$ cat src/rtl/fetch_stage.sv
// Instruction-fetch stage: drives the PC into a zero-latency instruction memory and
// registers the returned word into the IF/ID register. Optional macro: FETCH_COUNT_EN.
module fetch_stage #(
    parameter int unsigned       AW        = 9,
    parameter int unsigned       DW        = 32,
    parameter logic [AW-1:0]     START_PC  = '0,
    parameter logic [DW-1:0]     HALT_WORD = 32'hFFFF_FFFF
) (
    input  logic          clk,
    input  logic          rst,
    input  logic          start,
    output logic [AW-1:0] imem_addr,
    input  logic [DW-1:0] imem_data,
    input  logic          br_taken,
    input  logic [AW-1:0] br_target,
    output logic [DW-1:0] if_instr,
    output logic [AW-1:0] if_pc,
    output logic          if_valid,
    input  logic          id_ready,
    output logic          running,
    output logic          halted,
    output logic [31:0]   fetch_count
);

    typedef enum logic [1:0] {IDLE, RUN, HALT} state_t;

    state_t        state_q, state_d;
    logic [AW-1:0] pc_q, pc_d;
    logic [DW-1:0] instr_q, instr_d;
    logic [AW-1:0] ifpc_q, ifpc_d;
    logic          vld_q, vld_d;
    logic          start_acc;

    always_ff @(posedge clk or negedge rst) begin
        if (!rst) begin
            state_q <= IDLE;
            pc_q    <= START_PC;
            instr_q <= '0;
            ifpc_q  <= '0;
            vld_q   <= 1'b0;
        end else begin
            state_q <= state_d;
            pc_q    <= pc_d;
            instr_q <= instr_d;
            ifpc_q  <= ifpc_d;
            vld_q   <= vld_d;
        end
    end

    always_comb begin
        state_d   = state_q;
        pc_d      = pc_q;
        instr_d   = instr_q;
        ifpc_d    = ifpc_q;
        vld_d     = vld_q;
        start_acc = 1'b0;
        case (state_q)
            IDLE, HALT: begin
                vld_d = 1'b0;
                if (start) begin
                    state_d   = RUN;
                    pc_d      = START_PC;
                    start_acc = 1'b1;
                end
            end
            RUN: begin
                if (br_taken) begin
                    // Redirect wins over a stall so the wrong-path word is flushed.
                    pc_d  = br_target;
                    vld_d = 1'b0;
                end else if (vld_q && !id_ready) begin
                    vld_d = 1'b1;
                end else if (imem_data == HALT_WORD) begin
                    vld_d   = 1'b0;
                    state_d = HALT;
                end else begin
                    instr_d = imem_data;
                    ifpc_d  = pc_q;
                    vld_d   = 1'b1;
                    pc_d    = pc_q + 1'b1;
                end
            end
            default: begin
                state_d = IDLE;
                vld_d   = 1'b0;
            end
        endcase
    end

    assign imem_addr = pc_q;
    assign if_instr  = instr_q;
    assign if_pc     = ifpc_q;
    assign if_valid  = vld_q;
    assign running   = (state_q == RUN);
    assign halted    = (state_q == HALT);

`ifdef FETCH_COUNT_EN
    logic [31:0] cnt_q, cnt_d;

    always_comb begin
        cnt_d = cnt_q;
        if (start_acc)
            cnt_d = '0;
        else if (vld_q && id_ready)
            cnt_d = cnt_q + 32'd1;
    end

    always_ff @(posedge clk or negedge rst) begin
        if (!rst) cnt_q <= '0;
        else      cnt_q <= cnt_d;
    end

    assign fetch_count = cnt_q;
`else
    logic unused_start_acc;
    assign unused_start_acc = start_acc;
    assign fetch_count      = '0;
`endif

endmodule

$ cat config.mk
export PLATFORM = sky130hd
export DESIGN_NAME = fetch_stage
export DESIGN_NICKNAME = d
export VERILOG_FILES = /design/src/rtl/fetch_stage.sv
export SDC_FILE = /design/constraint.sdc
export NUM_CORES = 1
export LEC_CHECK = 0
export BUFFER_PORTS_ARGS = -buffer_cell sky130_fd_sc_hd__buf_2
export CORE_UTILIZATION = 46
export DETAILED_ROUTE_END_ITERATION = 6
export PLACE_DENSITY = 0.92
export SYNTH_ARGS = -nofsm -noshare
export SYNTH_HDL_FRONTEND = slang
export SYNTH_SLANG_ARGS = --single-unit
$ cat constraint.sdc
create_clock -name clk -period 2 [get_ports clk]
set_input_delay 0.1 -clock clk [delete_from_list [all_inputs] [get_ports clk]]
set_output_delay 0.1 -clock clk [all_outputs]
set_load 0.01 [all_outputs]
Word-level counts from Yosys, hierarchy flattened
Index checks and enable logic that the tools add are counted.
W data, S select, Z words.

storage, ports and cells
  output and inout port bits = 85
  logic and storage cells = 40
  register bits = 53
  input bits = 46

operators by class
  reductions and logical operators = 8
  multiplexer cells = 14
  bitwise operators = 3
  add/sub/neg operators = 1
  equal/unequal tests = 9

operators by type and width
  kind                    number
  $mux W9                 4
  $eq A32 B32 Y1 const B  1
  $pmux W9 S2             1
  $reduce_and A4 Y1       3
  $add A9 B1 Y9 const B   1
  $mux W2                 4
  $ne A2 B2 Y1 const B    3
  $ne A3 B3 Y1 const B    2
  $mux W1                 4
  $pmux W2 S2             1
  $not A1 Y1              3
  $eq A2 B1 Y1 const B    1
  $eq A2 B2 Y1 const B    1
  $logic_not A2 Y1        1
  $ne A2 B1 Y1 const B    1
  $reduce_bool A2 Y1      1
  $reduce_or A2 Y1        1
  $logic_and A1 B1 Y1     1
  $logic_not A1 Y1        1

Logic depth before layout (Yosys ltp)
  depth in word-level cells = 5
  depth in mapped cells = 7
  gate-level depth less buffers = 6

Worst setup path before layout
Ideal clock, no wire load.

  path kind = flip-flop to flip-flop
  start point = register pc_q[0], in the netlist imem_addr[0]
  end point = register pc_q[8], in the netlist imem_addr[8]
  buffers on the path = 0
  data arrival time = 1.720 ns
  required time = 1.882 ns
  slack = 0.162 ns
  stages on the path, launching flop included = 7
  clock period less this slack = 1.838 ns
  setup time = 0.118 ns
  path through = dfrtp_1 -> ha_1 -> nand3_1 -> or2_1 -> a2111oi_0 -> o21ai_0 -> a21o_1

on the way
  word-level cells in the longest chain between the ends = 5

ends and longest elaborated chain
  element                 RTL line  text
  from (decl)             28        logic [AW-1:0] pc_q, pc_d;
  from (signal assigned)  43        pc_q <= pc_d;
  $add A9 B1 Y9           80        pc_d = pc_q + 1'b1;
  $mux W9                 73        end else if (imem_data == HALT_WORD) begin
  $mux W9                 71        end else if (vld_q && !id_ready) begin
  $mux W9                 67        if (br_taken) begin
  $pmux W9 S2             57        case (state_q)

Every way passes these cells. The select of a mux whose other input is x is not followed.
A chain may end at the register's enable or synchronous reset.

Worst setup path after layout
  start point = register state_q[1]
  end point = register instr_q[17], in the netlist if_instr[17]

on the way
  word-level cells in the longest chain between the ends = 2

ends and longest elaborated chain
  element                      RTL line  text
  from (decl)                  27        state_t state_q, state_d;
  from (signal assigned)       42        state_q <= state_d;
  $eq A2 B1 Y1                 57
  $reduce_and A4 Y1 (no line)  --
  to (signal assigned)         44        instr_q <= instr_d;
  to (decl)                    29        logic [DW-1:0] instr_q, instr_d;

Every way passes these cells.

==> results.sh <==
export IMPL_ios=131
export IMPL_tritoncts="done"
export IMPL_dpl_hpwl_um=4120
export IMPL_relSlewSlack_pct=56.1
export IMPL_rsz0062_at_grt="false"
export IMPL_syn_avg_cell_area_um2=12.4
export IMPL_status="finished clean"
export IMPL_gp_congestion=0.797
export IMPL_initial_core_util_pct=47.5
export IMPL_use_met3_pct=5.60
export IMPL_die_h_um=77.2
export IMPL_fin_setup_tns_ns=0
export IMPL_cts_sinks=53
export IMPL_htreeDepth=2
export IMPL_n_fill_cell=470
export IMPL_clock_skew_ns=0.00815
export IMPL_cp_start_kind="register"
export IMPL_diodes=0
export IMPL_fin_area_um2=3250
export IMPL_holdWs_ns=0.0266
export IMPL_synth_ff_type="dfrtp_1"
export IMPL_synth_top_area_share_pct=51.0
export IMPL_grt_busiest_layer="met2"
export IMPL_post_route_period_util_pct=94.7
export IMPL_dpl_cell_count=379
export IMPL_syn2layout_area_growth_pct=25.0
export IMPL_grtUsageMet1_pct=23.8
export IMPL_crit_type="reg2reg"
export IMPL_power_density_nw_per_um2=924
export IMPL_routed_wl_um=5460
export IMPL_multi_input_area_um2=1110
export IMPL_synth_edf_count=0
export IMPL_yosysTopAreaCell="dfrtp_1"
export IMPL_seqCellArea_um2=1330
export IMPL_global_route_usage_met2_pct=32.7
export IMPL_grt_max_degree=54
export IMPL_clock_fmax_mhz=528
export IMPL_clock_latency_ns=0.30
export IMPL_die_area_um2=5960
export IMPL_yosys_top_cells_count="dfrtp_1 (53), mux2_1 (38), buf_4 (32)"
export IMPL_numPortBuffers=98
export IMPL_ir_worst_vdd_v=0.000460
export IMPL_yosysWarningCount=0
export IMPL_leakagePower_nw=1.61
export IMPL_r2r_slack_ns=0.11
export IMPL_cp_required_ns=2.18
export IMPL_yosysSeqAreaShare_pct=51.0
export IMPL_cp_arrival_ns=2.07
export IMPL_synth_area_um2=2600
export IMPL_die_w_um=77.2
export IMPL_path_max_fanout=23
export IMPL_ys_types=37
export IMPL_setup_viol=0
export IMPL_dr_pass1_iters=4
export IMPL_worst_pin_slew_ns=0.659
export IMPL_dr_total_vias=1972
export IMPL_clockBufferDepth=2
export IMPL_grt_pass1_wl_um=8990
export IMPL_drv_cap=0
export IMPL_core_um2=5470
export IMPL_end_kind="register"
export IMPL_hold_path_class="in2reg"
export IMPL_yosys_top_cells_area="dfrtp_1 (51%), mux2_1 (16%), buf_4 (9.2%), nand4_1 (1.9%), buf_6 (1.7%)"
export IMPL_synth_most_common_cell="dfrtp_1"
export IMPL_cts_root_buf="clkbuf_8"
export IMPL_hold_violations=0
export IMPL_rows=27
export IMPL_synth_seq_cells=53
export IMPL_grt_total_usage_pct=19.3
export IMPL_placed_area_um2=3080
export IMPL_async_reset_ff_share_pct=100
export IMPL_post_route_min_period_ns=1.89
export IMPL_drc=0
export IMPL_netlist_instances=209
export IMPL_finalNonFillerCells=391
export IMPL_drive_above_1_share_pct=38.2
export IMPL_post_drt_wl_per_cell_um=14.0
export IMPL_via_per_inst=5.04
export IMPL_antenna_found_initial=0
export IMPL_cts_buffers=5
export IMPL_drt_initial_drc_count=57
export IMPL_nets=365
export IMPL_clkTransAtPathRegs_ns=0.10
export IMPL_ant_nets=0
export IMPL_drv_slew=0
export IMPL_grt_pass1_vias=1859
export IMPL_grt_overflow=0
[sequential cells by signal, indices dropped and copies added (netlist names)]
register,count
state_q,2
if_instr,32
imem_addr,9
if_valid,1
if_pc,9
[repair_timing]
item	4_1_cts	5_1_grt
setup buffers	0	1
cloned	0	0
gates resized for setup	1	2
endpoints found under the hold margin	54	1
endpoints found under the setup margin	1	1
hold buffers	2	1
[logic make-up (layout without fill, tap and decap cells)]
kind of cell	Yosys count	after routing	synth area share, %
adder cells (fa/ha/maj)	1	1	0.481
buffers and inverters	39	118	11.4
AND/OR/NAND/NOR	48	48	11.3
multiplexers	41	41	17.8
AO/OA/AOI/OAI	26	26	7.89
other	1	32	0.144
flip-flops	53	53	51.0
[final timing paths]
kind,start,depth (start not counted),end
max,state_q[1],6,if_instr[17]
min,imem_data[15],2,if_instr[15]
max in group asynchronous,rst,3,imem_addr[7]
min reg2reg,if_instr[31],1,if_instr[31]
max reg2reg,state_q[1],6,if_instr[17]
min in group asynchronous,rst,3,if_instr[0]
[routing by layer]
layer	share of wire [%]	wire, µm
met5	0	0
met4	1.1	61
met3	7.9	432
met2	50	2750
met1	41	2210
[power breakdown]
part | internal [mW] | total, mW | switching (mW) | leakage [nW]
logic | 0.396 | 0.830 | 0.434 | 0.926
registers | 1.29 | 1.43 | 0.138 | 0.629
clock network | 0.408 | 0.744 | 0.336 | 0.0585
total | 2.10 | 3.00 | 0.908 | 1.61
[layout make-up]
type / instances / area share (%)
flip-flops and latches: 53 / 40.8
repair buffers: 108 / 18.4
clock buffers: 7 / 2.66
inverters: 2 / 0.231
clock inverters: 1 / 0.924
well taps: 72 / 2.77
multi-input cells: 148 / 34.2
[worst max-delay path, cell delays in order, from the launching register on]
cell and delay [ns]:
dfrtp_1 0.40, nand2b_1 0.21, inv_2 0.11, nand2b_2 0.13, a211oi_4 0.35, buf_12 0.22, mux2_1 0.34
[placed cells by master (no fill, tap or decap), types with 2 or more instances in the layout]
master / count
buf_2: 98
dfrtp_1: 53
mux2_1: 38
conb_1: 32
nor2_1: 10
nand4_1: 8
nand2_1: 7
clkbuf_8: 6
buf_4: 5
nand3_1: 4
nor3b_1: 4
nor2b_1: 3
and3_1: 3
a21oi_1: 3
o21ai_0: 3
a211o_1: 3
a22o_1: 3
mux2_2: 3
dlygate4sd3_1: 3
nand2b_1: 2
nor4_4: 2
o21ai_1: 2
a32o_1: 2
a22oi_1: 2
a21o_1: 2
or2_1: 2
buf_12: 2
[metrics by stage]
stage / utilization (%) / setup WS (ns) / total power, mW
2_1_floorplan: - / 0.162 / 1.92
3_3_place_gp: 56.2 / 0.161 / 2.23
3_5_place_dp: 56.2 / 0.0113 / 2.27
4_1_cts: 58.8 / 0.0594 / 3.03
5_1_grt: 59.4 / 0.00300 / 3.18
6_report: 59.4 / 0.107 / 3.00
Power figures use the tool's default switching activity.
